**src/rtl/cpu_pkg.sv**
```systemverilog
// Shared definitions for the fetch stage and control_unit: widths, opcodes,
// the halt word and the fetch FSM state encoding.
package cpu_pkg;

  localparam int SIZE   = 32;
  localparam int ADDR_W = 8;

  localparam logic [1:0] LOAD_WORD  = 2'b00;
  localparam logic [1:0] STORE_WORD = 2'b01;
  localparam logic [1:0] ADD        = 2'b10;
  localparam logic [1:0] SUB        = 2'b11;

  localparam logic [SIZE-1:0] HALT_WORD = 32'hFFFF_FFFF;

  typedef enum logic [1:0] {
    IDLE     = 2'd0,
    WAIT_ACK = 2'd1,
    HALT     = 2'd2
  } fetch_state_e;

endpackage

```
**src/rtl/fetch_queue.sv**
```systemverilog
// Two-entry FIFO holding {instruction, pc} pairs between memory and control_unit.
// Flush wins over push; the head is read straight from the storage registers.
module fetch_queue #(
  parameter int W = 40
) (
  input  logic         clk,
  input  logic         rst_n,
  input  logic         push,
  input  logic         pop,
  input  logic         flush,
  input  logic [W-1:0] din,
  output logic [W-1:0] dout,
  output logic         full,
  output logic         empty,
  output logic [1:0]   count
);

  logic [W-1:0] mem [2];
  logic         wr_ptr;
  logic         rd_ptr;
  logic         do_push;
  logic         do_pop;

  assign full    = (count == 2'd2);
  assign empty   = (count == 2'd0);
  assign do_pop  = pop && !empty;
  // A push while full is only accepted if the head leaves in the same cycle.
  assign do_push = push && (!full || do_pop);
  assign dout    = mem[rd_ptr];

  always_ff @(posedge clk) begin
    if (!rst_n) begin
      wr_ptr <= 1'b0;
      rd_ptr <= 1'b0;
      count  <= 2'd0;
      for (int i = 0; i < 2; i++) begin
        mem[i] <= '0;
      end
    end else if (flush) begin
      wr_ptr <= 1'b0;
      rd_ptr <= 1'b0;
      count  <= 2'd0;
    end else begin
      if (do_push) begin
        mem[wr_ptr] <= din;
        wr_ptr      <= ~wr_ptr;
      end
      if (do_pop) begin
        rd_ptr <= ~rd_ptr;
      end
      case ({do_push, do_pop})
        2'b10:   count <= count + 2'd1;
        2'b01:   count <= count - 2'd1;
        default: count <= count;
      endcase
    end
  end

endmodule

```
**src/rtl/instruction_fetch.sv**
```systemverilog
// Fetch stage: owns the PC, issues single outstanding word reads, buffers
// replies in a 2-entry queue and hands one instruction per handshake downstream.
//
// Handshakes: downstream transfer happens on a cycle with instr_valid && instr_ready;
// instruction/instr_pc hold while instr_valid && !instr_ready. Memory side: im_req
// and im_addr hold from issue until the cycle im_ack is sampled high.
module instruction_fetch #(
  parameter int                SIZE      = cpu_pkg::SIZE,
  parameter int                ADDR_W    = cpu_pkg::ADDR_W,
  parameter logic [ADDR_W-1:0] RESET_PC  = '0,
  parameter logic [SIZE-1:0]   HALT_WORD = cpu_pkg::HALT_WORD
) (
  input  logic              clk,
  input  logic              rst_n,
  input  logic              enable,
  output logic              im_req,
  output logic [ADDR_W-1:0] im_addr,
  input  logic              im_ack,
  input  logic [SIZE-1:0]   im_rdata,
  input  logic              redirect_valid,
  input  logic [ADDR_W-1:0] redirect_pc,
  output logic              instr_valid,
  output logic [SIZE-1:0]   instruction,
  output logic [ADDR_W-1:0] instr_pc,
  input  logic              instr_ready,
  output logic              halted,
  output logic [1:0]        state_dbg
);

  import cpu_pkg::*;

  localparam int QW = SIZE + ADDR_W;

  fetch_state_e      state;
  logic [ADDR_W-1:0] pc;
  logic              drop;

  logic              q_push;
  logic              q_pop;
  logic              q_full;
  logic              q_empty;
  logic [1:0]        q_count;
  logic [1:0]        free_slots;
  logic [QW-1:0]     q_din;
  logic [QW-1:0]     q_dout;

  // A reply is kept only if it belongs to the current PC stream.
  assign q_push     = (state == WAIT_ACK) && im_ack && !drop && !redirect_valid && !q_full;
  assign q_pop      = instr_valid && instr_ready;
  assign q_din      = {im_rdata, im_addr};
  assign free_slots = 2'd2 - q_count;

  assign instr_valid = !q_empty;
  assign instruction = q_empty ? '0 : q_dout[QW-1:ADDR_W];
  assign instr_pc    = q_empty ? '0 : q_dout[ADDR_W-1:0];
  assign state_dbg   = state;

  fetch_queue #(
    .W (QW)
  ) u_queue (
    .clk   (clk),
    .rst_n (rst_n),
    .push  (q_push),
    .pop   (q_pop),
    .flush (redirect_valid),
    .din   (q_din),
    .dout  (q_dout),
    .full  (q_full),
    .empty (q_empty),
    .count (q_count)
  );

  always_ff @(posedge clk) begin
    if (!rst_n) begin
      state   <= IDLE;
      pc      <= RESET_PC;
      drop    <= 1'b0;
      im_req  <= 1'b0;
      im_addr <= RESET_PC;
      halted  <= 1'b0;
    end else if (redirect_valid) begin
      pc     <= redirect_pc;
      halted <= 1'b0;
      // An in-flight read cannot be cancelled, so its reply is marked for discard.
      if (state == WAIT_ACK && !im_ack) begin
        drop <= 1'b1;
      end else begin
        state  <= IDLE;
        im_req <= 1'b0;
        drop   <= 1'b0;
      end
    end else begin
      case (state)
        IDLE: begin
          if (enable && free_slots != 2'd0) begin
            state   <= WAIT_ACK;
            im_req  <= 1'b1;
            im_addr <= pc;
          end
        end
        WAIT_ACK: begin
          if (im_ack) begin
            im_req <= 1'b0;
            if (drop) begin
              drop  <= 1'b0;
              state <= IDLE;
            end else begin
              pc <= im_addr + 1'b1;
              if (im_rdata == HALT_WORD) begin
                state  <= HALT;
                halted <= 1'b1;
              end else begin
                state <= IDLE;
              end
            end
          end
        end
        HALT: begin
          im_req <= 1'b0;
          halted <= 1'b1;
        end
        default: begin
          state  <= IDLE;
          im_req <= 1'b0;
        end
      endcase
    end
  end

endmodule
```
**config.mk**
```make
export PLATFORM = sky130hd
export DESIGN_NAME = instruction_fetch
export DESIGN_NICKNAME = d
export VERILOG_FILES = /design/src/rtl/cpu_pkg.sv /design/src/rtl/fetch_queue.sv /design/src/rtl/instruction_fetch.sv
export SDC_FILE = /design/constraint.sdc
export NUM_CORES = 1
export LEC_CHECK = 0
export BUFFER_PORTS_ARGS = -buffer_cell sky130_fd_sc_hd__buf_2
export CORE_ASPECT_RATIO = 0.7
export CORE_MARGIN = 4
export CORE_UTILIZATION = 35
export CTS_CLUSTER_DIAMETER = 40
export DETAILED_ROUTE_END_ITERATION = 8
export PLACE_DENSITY = 0.59
export RECOVER_POWER = 100
export SYNTH_ARGS = -nofsm -noshare
export SYNTH_HDL_FRONTEND = slang
export SYNTH_SLANG_ARGS = --single-unit
```
**constraint.sdc**
```tcl
create_clock -name clk -period 14 [get_ports clk]
set_input_delay 2.1 -clock clk [delete_from_list [all_inputs] [get_ports clk]]
set_output_delay 2.1 -clock clk [all_outputs]
set_load 0.005 [all_outputs]
```
Word level (Yosys, flattened, before mapping). Memories as Yosys holds them, arrays and structs flattened. A register that Yosys moved wholly into a read port is not among the register bits. Cells that the tools add are included. W data, S select, Z words.

Flip-flop bits (word level): 25. Latch bits: 0. Memory bits (writable): 80. Memory bits (read-only): 0. Input bits: 46. Output and inout port bits: 53. Logic and storage cells: 98. Memories kept: 1.

Add/subtract/negate cells: 4. $mul: 0. Divide/modulo/power cells: 0. Order comparisons: 0. Eq/ne operators: 14. Shift-type cells: 0. Multiplexer cells: 36. Bitwise gates (word level): 4. Reduce and logical (&&, ||, !) cells: 30.

Memory list: u_queue.mem (words 2, bits a word 40, rd ports 1, clocked after memory_dff 1, write ports 2, line fetch_queue.sv:18) `logic [W-1:0] mem [2];`.

Operators by type and width (count): $mux W40 (1); $mux W8 (5); $reduce_or A40 Y1 (1); $eq A32 B32 Y1 const B (1); $mux W32 (1); $mux W1 (19); $mux W2 (6); $ne A2 B2 Y1 const B (5); $reduce_bool A2 Y1 (5); $logic_and A1 B1 Y1 (9); $reduce_and A3 Y1 (3); $add A8 B1 Y8 const B (1); $reduce_and A4 Y1 (2); $eq A2 B2 Y1 const B (3); $ne A3 B3 Y1 const B (2); $pmux W2 S3 (1); $logic_not A1 Y1 (5); $eq A2 B1 Y1 const B (2); $logic_not A2 Y1 (2); $not A1 Y1 (4); $pmux W1 S2 (2); $pmux W2 S2 (1); $add A2 B1 Y2 const B (1); $ne A2 B1 Y1 const B (1); other kinds (5) (5).

Longest topological paths before layout. Gate-level depths: netlist of the first run.

Depth after elaboration: 12. Gate-level depth with buffers: 7. Mapped depth without buffers: 7.

Modules after synthesis. From an unflattened synthesis of the first run, not the netlist that was laid out.

Cells, all modules: 417. Area, all modules: 5067.4 sq um.

By module, submodules not included: fetch_queue (times used 1, cells an instance 241, area an instance 3682.3 sq um, sequential area each 2502.4 sq um); instruction_fetch (times used 1, cells an instance 176, area an instance 1385.1 sq um, sequential area each 420.4 sq um).

Worst setup path before layout of the first run. No wires, ideal clock.

Kind: input -> register. From: input port im_ack. To: memory u_queue.mem[0][0] (enable). Library setup time: 0.493 ns. Arrival: 5.476 ns. Required time: 13.507 ns. Setup slack: 8.031 ns. Cell stages on the path: 4. Buffers on the path: 0. Path through: and4bb_4 -> and3_4 -> inv_2 -> o21ai_0.

RTL lines: from (decl) (line instruction_fetch.sv:18) `input logic im_ack,`; to (decl) (line fetch_queue.sv:18).

Worst setup path in the final report of the first run.
From: register u_queue.count[0]. To: output port instruction[11].

Word-level cells in the longest chain between the ends: 2.

Ends and longest elaborated chain: from (decl) (line fetch_queue.sv:15) `output logic [1:0] count`; from (signal assigned) (line fetch_queue.sv:52) `2'b10: count <= count + 2'd1;`; from (signal assigned) (line fetch_queue.sv:53) `2'b01: count <= count - 2'd1;`; from (signal assigned) (line fetch_queue.sv:54) `default: count <= count;`; $logic_not A2 Y1 (line fetch_queue.sv:25) `assign empty = (count == 2'd0);`; $mux W32 (line instruction_fetch.sv:54) `assign instruction = q_empty ? '0 : q_dout[QW-1:ADDR_W];`; to (decl) (line instruction_fetch.sv:23) `output logic [SIZE-1:0] instruction,`.

Every way passes these cells.

==> results of run 1 <==
critical path: stages (launching register included):
cell and delay [ns]:
dfxtp_1 0.34, nor2_1 2.15, nor2_1 0.35, clkbuf_2 0.25
layer usage:
metal  part of all wire, %  wire length, microns  track usage [%]
met1                    50                  5650             20.1
met2                    45                  5050             22.9
met3                   4.5                   511             3.63
met4                   1.0                   117             3.72
met5                     0                     0                0
cells in the mapped netlist, types with 2 or more instances:
master,count,area [sq um]
ha_1,2,25.0
o31ai_1,4,30.0
clkbuf_2,2,10.0
and3_1,3,18.8
and2_1,63,394
nand2_1,9,33.8
dfxtp_1,26,521
clkbuf_1,15,56.3
xor2_1,3,26.3
edfxtp_1,80,2400
mux2i_1,48,480
nor4_1,3,18.8
buf_2,5,25.0
a21oi_1,9,45.0
inv_1,5,18.8
buf_6,2,22.5
nor2_1,64,240
xnor2_1,5,43.8
nand4_1,8,50.1
nand2b_1,4,25.0
o22ai_1,2,12.5
o21ai_0,4,20.0
nor3_1,4,20.0
and2_2,17,128
a31oi_1,2,12.5
nand3_1,8,40.0
sequential cells by signal (all words and copies together) (netlist names), named ones only:
register and flops:
u_queue.mem 80, drop 1, halted 1, u_queue.wr_ptr 1, u_queue.count 2, pc 8, im_addr 8, im_req 1
state_dbg 2, u_queue.rd_ptr 1
worst max path at each step:
| stage | from | to |
|---|---|---|
| finish | u_queue.count[0] | instruction[11] |
| detailed placement | im_ack | u_queue.mem[1][22] |
| floorplan | im_ack | u_queue.mem[0][0] |
| global route | u_queue.count[0] | instruction[23] |
| CTS | u_queue.count[0] | instruction[11] |
| global placement | im_ack | u_queue.mem[1][35] |
cell type report:
type	count	area, sq um	area share, %
clock inverter	5	31.3	0.549
inverter	7	26.3	0.461
sequential	106	2920	51.3
timing repair buffer	101	454	7.97
clock buffer	11	233	4.09
tap	185	231	4.06
multi-input combinational	277	1800	31.5
cell families (layout without fill, tap and decap cells):
group	after synthesis	in the layout	share of synthesized area (%)
compound gates	28	28	3.65
buf+inv	31	124	2.88
flops	106	106	60.0
mux	48	48	9.87
fa+ha+maj	2	2	0.514
xor+xnor	8	8	1.44
simple gates	191	191	21.6
per-stage QoR:
step | total power [uW] | instances
5_1_grt | 640 | 692
2_1_floorplan | 378 | 414
3_5_place_dp | 396 | 676
4_1_cts | 624 | 692
3_3_place_gp | 395 | 676
6_report | 617 | 692
power groups by stage:
| stage | clock [uW] | combinational (uW) | sequential, uW |
|---|---|---|---|
| 2_1_floorplan | 0 | 18.2 | 360 |
| 3_3_place_gp | 0 | 34.7 | 361 |
| 3_5_place_dp | 0 | 35.2 | 361 |
| 4_1_cts | 235 | 35.4 | 354 |
| 5_1_grt | 246 | 37.9 | 356 |
| 6_report | 229 | 33.9 | 355 |
==> summary.md, run 1 <==
| Metric | Value |
|---|---|
| Required time worst endpoint | `11.90 ns` |
| Clock sink count | `106` |
| Maximum VDD drop | `0.0561 mV` |
| Crit Reg-Reg Startpoint | `u_queue.count[0]` |
| Layout cell share with drive strength beyond 1 | `17.8%` |
| Die Ht | `107 microns` |
| Fmax | `0.180 GHz` |
| Hpwl dp | `7.53 mm` |
| Hold_sp | `pc[6]` |
| Remaining antenna violation count after routing | `0` |
| Sequential area share after synthesis | `60.0%` |
| Post-synth cell types | `43` |
| Clk pwr share | `37.1%` |
| Initial Utilization | `36.3%` |
| Total CTS buffers | `9` |
| Largest net degree at the start of global routing | `42` |
| Top Ports | `99` |
| Final instance area | `5700 sq um` |
| Clock Tree Buf Depth | `2` |
| Setup Fix Bufs, Post-CTS | `0` |
| Rel. slew slack | `-95.8%` |
| Chip Width | `149 microns` |
| P_int | `482 uW` |
| Pre-antenna DRT Iters | `4` |
| Critical path type | `flop to primary output` |
| Worst Path Max Fanout | `41` |
| Clk Latency, worst-skew pair | `0.34 ns` |
| Routability congestion estimate | `0.812` |
| Commonest non-fill, non-tap cell in the layout | `edfxtp_1` |
| Critical path capture point type | `primary output` |
| Final setup viols | `0` |
| Sw frac | `21.9%` |
| Drt drc | `0` |
| Fillers | `1,315` |
| Die area | `15,900 sq um` |
| Net switching power | `135 uW` |
| Period utilisation layout | `39.7%` |
| Sequential share of power | `57.4%` |
| Final critical-path required period | `5.56 ns` |
| Most frequent cells in the layout | `80 x edfxtp_1, 64 x nor2_1, 48 x mux2i_1, 46 x buf_2, 43 x clkbuf_1` |
| Number of synthesized flops with an enable pin | `80` |
| Total GRT Usage | `14.5%` |
| Total grt overflow | `0` |
| Final wirelength | `11.3 mm` |
| Vias in the first global route | `3,454` |
| Hold_ws | `0.498 ns` |
| Post-synthesis cell count | `414` |
| R2R setup slack | `10.07 ns` |
| Routed len/inst | `16.4 microns` |
| # diodes | `0` |
| Hold buffer count at CTS | `0` |
| CP startpoint kind | `flop` |
| Hold path cells | `2` |
| Vias per cell | `4.77` |
| Resized Gates After CTS | `0` |
| Worst reg2reg path endpoint | `u_queue.count[1]` |
| Synthesized area per cell | `11.8 sq um` |
| Combinational share of power | `5.5%` |
| Leak pwr | `0.00206 uW` |
| Slew Limit Fails | `164` |
| Clock slew at reported path FFs | `0.07 ns` |
| Final Hold Fails | `0` |
| Placed cell areas | `5520 sq um` |
| Worst-margin pin slew | `2.93 ns` |
| Warnings from Yosys | `0` |
| Outcome | `finished, violations left` |
| Final setup TNS | `0 ns` |
| Clk_skew | `0.00639 ns` |
| Fraction of registers with async set/reset | `0%` |
| Dominant synthesized flop cell | `edfxtp_1` |
| Max-Cap Viols | `4` |
| CTS tree | `done` |
| Fin util | `42.5%` |
| Initial DRC Count | `160` |
| Cell count of the worst reg-to-reg path | `6` |
| NumNets Final | `550` |
| Setup slack after layout | `8.44 ns` |
| I/O Buffers | `98` |
| H-tree depth | `3` |
| Placeable Area | `13,400 sq um` |
| Hold Crit Class | `flop to flop` |
| Initial antenna violation count | `0` |
| Area grow syn2layout | `17.0%` |
| Syn_nets | `462` |
| Synthesized flop and latch total | `106` |
| P per Cell Area | `108 nW/um^2` |
| Worst Hold End | `im_addr[6]` |
| Dpl ws | `9.99 ns` |
| Failing checks | `capacitance limit, slew limit` |
| Via count | `3,299` |
| Clock root buffer | `clkbuf_16` |
| First-pass GRT wire length | `18.0 mm` |
| Worst EP arrival | `3.46 ns` |
| Post-Syn Area | `4870 sq um` |
| Core Rows | `35` |
| RSZ-0062 raised after global routing | `no` |
Power figures use the tool's default switching activity.
==> run 2: changes to the inputs <==
--- a/config.mk
+++ b/config.mk
@@ -5,13 +5,14 @@
 export SDC_FILE = /design/constraint.sdc
 export NUM_CORES = 1
 export LEC_CHECK = 0
+export ABC_AREA = 1
 export BUFFER_PORTS_ARGS = -buffer_cell sky130_fd_sc_hd__buf_2
 export CORE_ASPECT_RATIO = 0.7
 export CORE_MARGIN = 4
 export CORE_UTILIZATION = 35
 export CTS_CLUSTER_DIAMETER = 40
 export DETAILED_ROUTE_END_ITERATION = 8
-export PLACE_DENSITY = 0.59
+export PLACE_DENSITY = 0.61
 export RECOVER_POWER = 100
 export SYNTH_ARGS = -nofsm -noshare
 export SYNTH_HDL_FRONTEND = slang
==> constraint.sdc (replaced) <==
create_clock -name clk -period 4.5 [get_ports clk]
set_input_delay 0.675 -clock clk [delete_from_list [all_inputs] [get_ports clk]]
set_output_delay 0.675 -clock clk [all_outputs]
set_load 0.005 [all_outputs]
==> run 2 against run 1 <==
Net effect:
- the flow still finishes with violations (capacitance limit, slew limit)
- sequential cell count is the same
- global-route usage grew 0.60 points
- combinational power grew to 3.8 times the previous value
- routed wire length grew 7.1%
- register-to-register slack lost 9.0 ns
- critical path type is now input port to flop
- largest cell class unchanged
==> summary.md, run 2 <==
| Metric | Value |
|---|---|
| Outcome | `finished, violations left` |
| Failing checks | `capacitance limit, slew limit` |
| Resized Gates After CTS | `0 (unchanged)` |
| Vias in the first global route | `3,699 (+7.1%)` |
| Critical path type | `input port to flop` |
| Post-synth top area cell | `edfxtp_1` |
| CTS tree | `done` |
| RSZ-0062 raised after global routing | `no` |
| Period utilisation layout | `77.7%` |
| Final setup TNS | `0 ns (unchanged)` |
| Vias per cell | `4.71 (-1.2%)` |
| Top Ports | `99 (unchanged)` |
| Total grt overflow | `0 (unchanged)` |
| Routability congestion estimate | `0.828 (+2.0%)` |
| Commonest non-fill, non-tap cell in the layout | `nand2_1` |
| Area grow syn2layout | `14.2%` |
| Sw frac | `22.9% (+0.97 points)` |
| Worst-margin pin slew | `1.94 ns (-0.988 ns)` |
| Combinational share of power | `6.6% (+1.1 points)` |
| Clock Tree Buf Depth | `2 (unchanged)` |
| Clock root buffer | `clkbuf_16` |
| Post-synthesis cell count | `534 (+29%)` |
| Core Rows | `35 (unchanged)` |
| Initial Utilization | `36.6% (+0.30 points)` |
| Required time worst endpoint | `4.63 ns (-7.27 ns)` |
| Warnings from Yosys | `0 (unchanged)` |
| Max-Cap Viols | `3 (-1)` |
| First-pass GRT wire length | `19.0 mm (+5.3%)` |
| Dominant synthesized flop cell | `edfxtp_1` |
| Clock sink count | `106 (unchanged)` |
| Pre-antenna DRT Iters | `4 (unchanged)` |
| Initial antenna violation count | `0 (unchanged)` |
| P per Cell Area | `346 nW/um^2 (+220%)` |
| Syn_nets | `582 (+26%)` |
| Die Ht | `107 microns (+0.53%)` |
| Fillers | `1,403 (+6.7%)` |
| Largest reg by FF count | `u_queue.mem` |
| Worst Path Max Fanout | `40 (-2.4%)` |
| Final critical-path required period | `3.50 ns` |
| Layout cell share with drive strength beyond 1 | `13.8% (-4.0 points)` |
| Clk_skew | `0.0115 ns (+0.00516 ns)` |
| Net switching power | `446 uW (+230%)` |
| Final wirelength | `12.1 mm (+7.1%)` |
| NumNets Final | `668 (+21%)` |
| Leak pwr | `0.00227 uW (+9.8%)` |
| Synthesized flop and latch total | `106 (unchanged)` |
| Placeable Area | `13,400 sq um (+0.33%)` |
| Critical path capture point type | `flop` |
| Post-Syn Area | `4930 sq um (+1.2%)` |
| Chip Width | `150 microns (+0.55%)` |
| # diodes | `0 (unchanged)` |
| Largest registers | `u_queue.mem (80), im_addr (8), pc (8)` |
| Hold buffer count at CTS | `0 (unchanged)` |
| I/O Buffers | `98 (unchanged)` |
| CP startpoint kind | `input port` |
| Final Non-Filler Cells | `810 (+17%)` |
| Number of synthesized flops with an enable pin | `80 (unchanged)` |
| Routed len/inst | `15.0 microns (-8.5%)` |
| Rel. slew slack | `-29.6% (+66 points)` |
| Total CTS buffers | `9 (unchanged)` |
| Post-synth cell types | `27 (-37%)` |
| Most numerous cell in the Yosys netlist | `nand2_1` |
| Total GRT Usage | `15.1% (+0.60 points)` |
| Setup Fix Bufs, Post-CTS | `0 (unchanged)` |
| Top cell type's share of synthesized area | `48.8% (-0.56 points)` |
| Synth top cells by count | `137 x nand2_1, 80 x edfxtp_1, 61 x a21oi_1, 61 x nor2_1, 55 x inv_1` |
| Placed Cells incl. Taps | `794 (+17%)` |
| Slew Limit Fails | `124 (-24%)` |
| Max reg flops | `80 (unchanged)` |
| Synthesized area per cell | `9.22 sq um (-22%)` |
| Maximum VDD drop | `0.187 mV (+230%)` |
| Sequential area share after synthesis | `59.3% (-0.69 points)` |
| Final Hold Fails | `0 (unchanged)` |
| Via count | `3,814 (+16%)` |
| Clk Latency, worst-skew pair | `0.35 ns (about the same)` |
| Drt drc | `0 (unchanged)` |
| Top cells by area, synth | `edfxtp_1 49%, dfxtp_1 11%, nand2_1 10%, a21oi_1 6.2%, nor2_2 5.0%` |
| Largest net degree at the start of global routing | `42 (unchanged)` |
| Most frequent cells in the layout | `137 x nand2_1, 80 x nor2_1, 80 x edfxtp_1, 61 x a21oi_1, 57 x inv_1` |
| Initial DRC Count | `233 (+46%)` |
| Hpwl dp | `8.19 mm (+8.9%)` |
| Final setup viols | `0 (unchanged)` |
| Hold Crit Class | `flop to flop` |
| Worst EP arrival | `3.62 ns (+0.16 ns)` |
| Fraction of registers with async set/reset | `0% (unchanged)` |
| Remaining antenna violation count after routing | `0 (unchanged)` |
| Die area | `16,100 sq um (+1.1%)` |
| Clk pwr share | `36.6% (-0.5 points)` |
| Fmax | `0.286 GHz` |
| Clock slew at reported path FFs | `0.07 ns (about the same)` |
| H-tree depth | `3 (unchanged)` |
| P_int | `1500 uW (+210%)` |
| Sequential share of power | `56.7% (-0.7 points)` |
==> run 2: changes by cell type after synthesis, sizes merged, moves of 5 or more <==
cell   change
nand2    +131
nor3       -5
nor2      +37
a21oi     +52
o21ai      +9
mux2i     -48
inv       +53
and2      -80
and3       -5
==> run 2: final cells by class <==
cell class              instances  area, sq um  share of cell area, %
clock buffers                  11          233                   4.14
repair buffers                 99          433                   7.69
multi-input cells             345         1560                   27.7
well taps                     185          231                   4.11
inverters                      59          223                   3.96
clock inverters                 5         28.8                  0.511
flip-flops and latches        106         2920                   51.9
==> run 2: cells by family after synthesis <==
| group | after synthesis | synth area share, % |
|---|---|---|
| adders and majority gates | 2 | 0.508 |
| and+or+nand+nor | 258 | 23.1 |
| xor gates and xnor gates | 5 | 0.889 |
| DFF | 106 | 59.3 |
| AOI/OAI and AO/OA | 80 | 8.51 |
| buffers and inverters | 83 | 7.62 |
==> run 2: power by group through the flow <==
stage	sequential, uW	clock (uW)	combinational (uW)
2_1_floorplan	1120	0	77.1
4_1_cts	1100	726	138
5_1_grt	1110	772	148
3_5_place_dp	1130	0	137
3_3_place_gp	1130	0	135
6_report	1110	714	129
==> run 2: final timing paths <==
path	startpoint	to	slack, ns	cells past startpoint
worst max-delay path	redirect_valid	u_queue.mem[1][23]	1.00	6
worst min-delay path	u_queue.rd_ptr	u_queue.rd_ptr	0.45	1
worst max register to register	state_dbg[0]	u_queue.mem[1][23]	1.12	6
worst min register to register	u_queue.rd_ptr	u_queue.rd_ptr	0.45	1
==> run 2: worst max-delay path, stage by stage <==
cell	delay (ns)
clkbuf_1	0.23
nor2_1	0.28
nand2_2	0.10
clkinvlp_2	0.28
nand4_1	1.52
nor2_1	0.52
==> run 2: stage by stage <==
stage	utilization (%)	total power (uW)	setup WS, ns	instance area (sq um)	hold WS, ns
6_report	41.9	1950	1.00	5630	0.455
5_1_grt	41.9	2030	0.653	5630	0.481
4_1_cts	43.0	1970	1.26	5780	0.454
3_5_place_dp	41.0	1260	0.893	5520	0.443
3_3_place_gp	41.0	1260	0.993	5520	0.443
2_1_floorplan	-	1200	1.87	4930	0.432
==> run 2: layer usage <==
layer / GRT usage (%) / up-vias / wire, microns
li1: - / 1894 / -
met1: 22.1 / 1801 / 5910
met2: 22.3 / 110 / 5230
met3: 4.42 / 9 / 904
met4: 3.39 / 0 / 94
met5: 0 / - / 0
==> run 3: changes to the inputs <==
--- a/config.mk
+++ b/config.mk
@@ -12,7 +12,7 @@
 export CORE_UTILIZATION = 35
 export CTS_CLUSTER_DIAMETER = 40
 export DETAILED_ROUTE_END_ITERATION = 8
-export PLACE_DENSITY = 0.61
+export PLACE_DENSITY = 0.59
 export RECOVER_POWER = 100
 export SYNTH_ARGS = -nofsm -noshare
 export SYNTH_HDL_FRONTEND = slang
==> constraint.sdc (replaced) <==
create_clock -name clk -period 3.4 [get_ports clk]
set_input_delay 0.51 -clock clk [delete_from_list [all_inputs] [get_ports clk]]
set_output_delay 0.51 -clock clk [all_outputs]
set_load 0.005 [all_outputs]
==> run 3 against run 2 <==
Net effect:
- the flow now finishes without violations
- clock skew is 0.0066 ns lower
- die area unchanged
- cell count rose by 0.86%
- critical path depth fell by 2
- count of clock-buffer cells in the layout is 2 lower
- worst setup slack got worse by 0.36 ns
- register-to-register slack lost 0.37 ns
- sequential power increased by 32%
- global-route usage grew 0.20 points
- largest power group unchanged
==> summary.md, run 3 (synthesis gave the netlist of run 2 again) <==
| Metric | Value |
|---|---|
| Final critical-path required period | `2.76 ns` |
| Clock slew at reported path FFs | `0.06 ns (about the same)` |
| Combinational share of power | `6.4% (-0.2 points)` |
| Slew Limit Fails | `0 (-100%)` |
| Most frequent cells in the layout | `139 x nand2_1, 80 x edfxtp_1, 73 x nor2_1, 61 x a21oi_1, 58 x inv_1` |
| Critical path capture point type | `primary output` |
| Final Non-Filler Cells | `817 (+0.86%)` |
| Largest net degree at the start of global routing | `41 (-2.4%)` |
| Total GRT Usage | `15.3% (+0.20 points)` |
| Routability congestion estimate | `0.818 (-1.1%)` |
| H-tree depth | `3 (unchanged)` |
| RSZ-0062 raised after global routing | `no` |
| Placeable Area | `13,400 sq um (unchanged)` |
| Area grow syn2layout | `16.9%` |
| Crit Reg-Reg Startpoint | `state_dbg[0]` |
| First-pass GRT wire length | `19.5 mm (+2.8%)` |
| Clk Latency, worst-skew pair | `0.34 ns (about the same)` |
| Outcome | `finished, final reports clean` |
| Via count | `3,815 (+0.026%)` |
| Initial antenna violation count | `0 (unchanged)` |
| Cell count of the worst reg-to-reg path | `7 (+1)` |
| Required time worst endpoint | `2.89 ns (-1.74 ns)` |
| Leak pwr | `0.00234 uW (+3.2%)` |
| Pwr Total | `2740 uW (+40%)` |
| Routed len/inst | `14.8 microns (-1.3%)` |
| Die Ht | `107 microns (unchanged)` |
| Core Rows | `35 (unchanged)` |
| Worst Hold End | `halted` |
| Placed Cells incl. Taps | `801 (+0.88%)` |
| Largest registers | `u_queue.mem (80), im_addr (8), pc (8)` |
| CP startpoint kind | `flop` |
| P per Cell Area | `475 nW/um^2 (+37%)` |
| Max-Cap Viols | `0 (-3)` |
| I/O Buffers | `98 (unchanged)` |
| Fmax | `0.363 GHz` |
| Hold buffer count at CTS | `0 (unchanged)` |
| Setup Fix Bufs, Post-CTS | `0 (unchanged)` |
| Sw frac | `21.8% (-1.1 points)` |
| Clock root buffer | `clkbuf_16` |
| Max reg flops | `80 (unchanged)` |
| Total grt overflow | `0 (unchanged)` |
| Rel. slew slack | `17.3% (+47 points)` |
| Total CTS buffers | `9 (unchanged)` |
| Top Ports | `99 (unchanged)` |
| Worst reg2reg path endpoint | `u_queue.mem[1][30]` |
| P_int | `2140 uW (+42%)` |
| Largest reg by FF count | `u_queue.mem` |
| Fin util | `42.8% (+0.97 points)` |
| Final wirelength | `12.1 mm (-0.40%)` |
| Vias in the first global route | `3,827 (+3.5%)` |
| Fillers | `1,372 (-2.2%)` |
| CP startpoint | `u_queue.count[0]` |
| CTS tree | `done` |
| Clock Tree Buf Depth | `2 (unchanged)` |
| R2R setup slack | `0.75 ns (-0.37 ns)` |
| Hold_sp | `halted` |
| # diodes | `0 (unchanged)` |
| Period utilisation layout | `81.1%` |
| Worst-margin pin slew | `1.24 ns (-0.698 ns)` |
| Net switching power | `595 uW (+33%)` |
| Initial DRC Count | `233 (unchanged)` |
| Final setup TNS | `0 ns (unchanged)` |
| Remaining antenna violation count after routing | `0 (unchanged)` |
| Final setup viols | `0 (unchanged)` |
| Worst Path Max Fanout | `25 (-38%)` |
| Hold path cells | `2 (+1)` |
| Worst EP arrival | `2.25 ns (-1.37 ns)` |
| Clock sink count | `106 (unchanged)` |
| Drt drc | `0 (unchanged)` |
| Sequential share of power | `53.4% (-3.3 points)` |
| Chip Width | `150 microns (unchanged)` |
| Vias per cell | `4.67 (-0.83%)` |
| Final Hold Fails | `0 (unchanged)` |
| Clk_skew | `0.00493 ns (-0.00662 ns)` |
| Hpwl dp | `8.45 mm (+3.1%)` |
| Hold Crit Class | `flop to flop` |
| Initial Utilization | `36.6% (unchanged)` |
| Maximum VDD drop | `0.231 mV (+23%)` |
| Resized Gates After CTS | `0 (unchanged)` |
| Clk pwr share | `40.2% (+3.6 points)` |
| Die area | `16,100 sq um (unchanged)` |
| NumNets Final | `675 (+1.0%)` |
| Layout cell share with drive strength beyond 1 | `16.9% (+3.2 points)` |
| Critical path type | `flop to primary output` |
| Commonest non-fill, non-tap cell in the layout | `nand2_1` |
| Pre-antenna DRT Iters | `5 (+1)` |
-- run 3: cell count changes in the layout (fill, tap and decap cells not counted), moves of 4 or more --
cell      previous run  this run
buf_2               45        49
clkbuf_1            52        45
nor2_1              80        73
buf_4                1         6
nor2_2              21        28
clkbuf_2             1         5
-- run 3: stage by stage --
step           setup slack [ns]  hold slack, ns  cell area (sq um)
3_5_place_dp               1.01           0.440               5570
5_1_grt                   0.450           0.471               5760
6_report                  0.644           0.449               5760
4_1_cts                   0.971           0.448               5890
2_1_floorplan             0.934           0.432               4930
3_3_place_gp               1.11           0.443               5570
-- run 3: cell type report --
class,count,area [sq um],area share (%)
Inverter,59,223,3.87
Clock buffer,9,225,3.91
Sequential cell,106,2920,50.8
Tap cell,185,231,4.02
Timing Repair Buffer,106,488,8.47
Clock inverter,7,92.6,1.61
Multi-Input combinational cell,345,1580,27.4
-- run 3: power by group through the flow --
stage / clock network, uW / logic [uW] / registers, uW
3_5_place_dp: 0 / 183 / 1490
6_report: 1100 / 174 / 1460
3_3_place_gp: 0 / 179 / 1490
2_1_floorplan: 0 / 102 / 1490
4_1_cts: 1130 / 184 / 1460
5_1_grt: 1180 / 198 / 1470
-- run 3: how the worst max path moves through the flow --
stage / end / depth (start not counted)
final: instruction[31] / 4
after global routing: instruction[31] / 4
after CTS: instruction[5] / 5
after detailed placement: u_queue.mem[1][30] / 7
after global placement: u_queue.mem[1][33] / 7
after floorplan: u_queue.mem[0][0] / 7
-- run 3: routing by layer --
layer	global-route usage (%)	vias to the layer above	part of all wire [%]
met2	24.8	107	46
li1	-	1914	-
met4	2.55	0	0.12
met5	0	-	0
met3	3.91	2	7.5
met1	21.2	1792	47
-- run 3: critical path: stages (launching register included) --
cell      delay [ns]
dfxtp_1         0.34
nor2_2          0.91
buf_4           0.39
a21oi_1         0.12
clkbuf_1        0.13
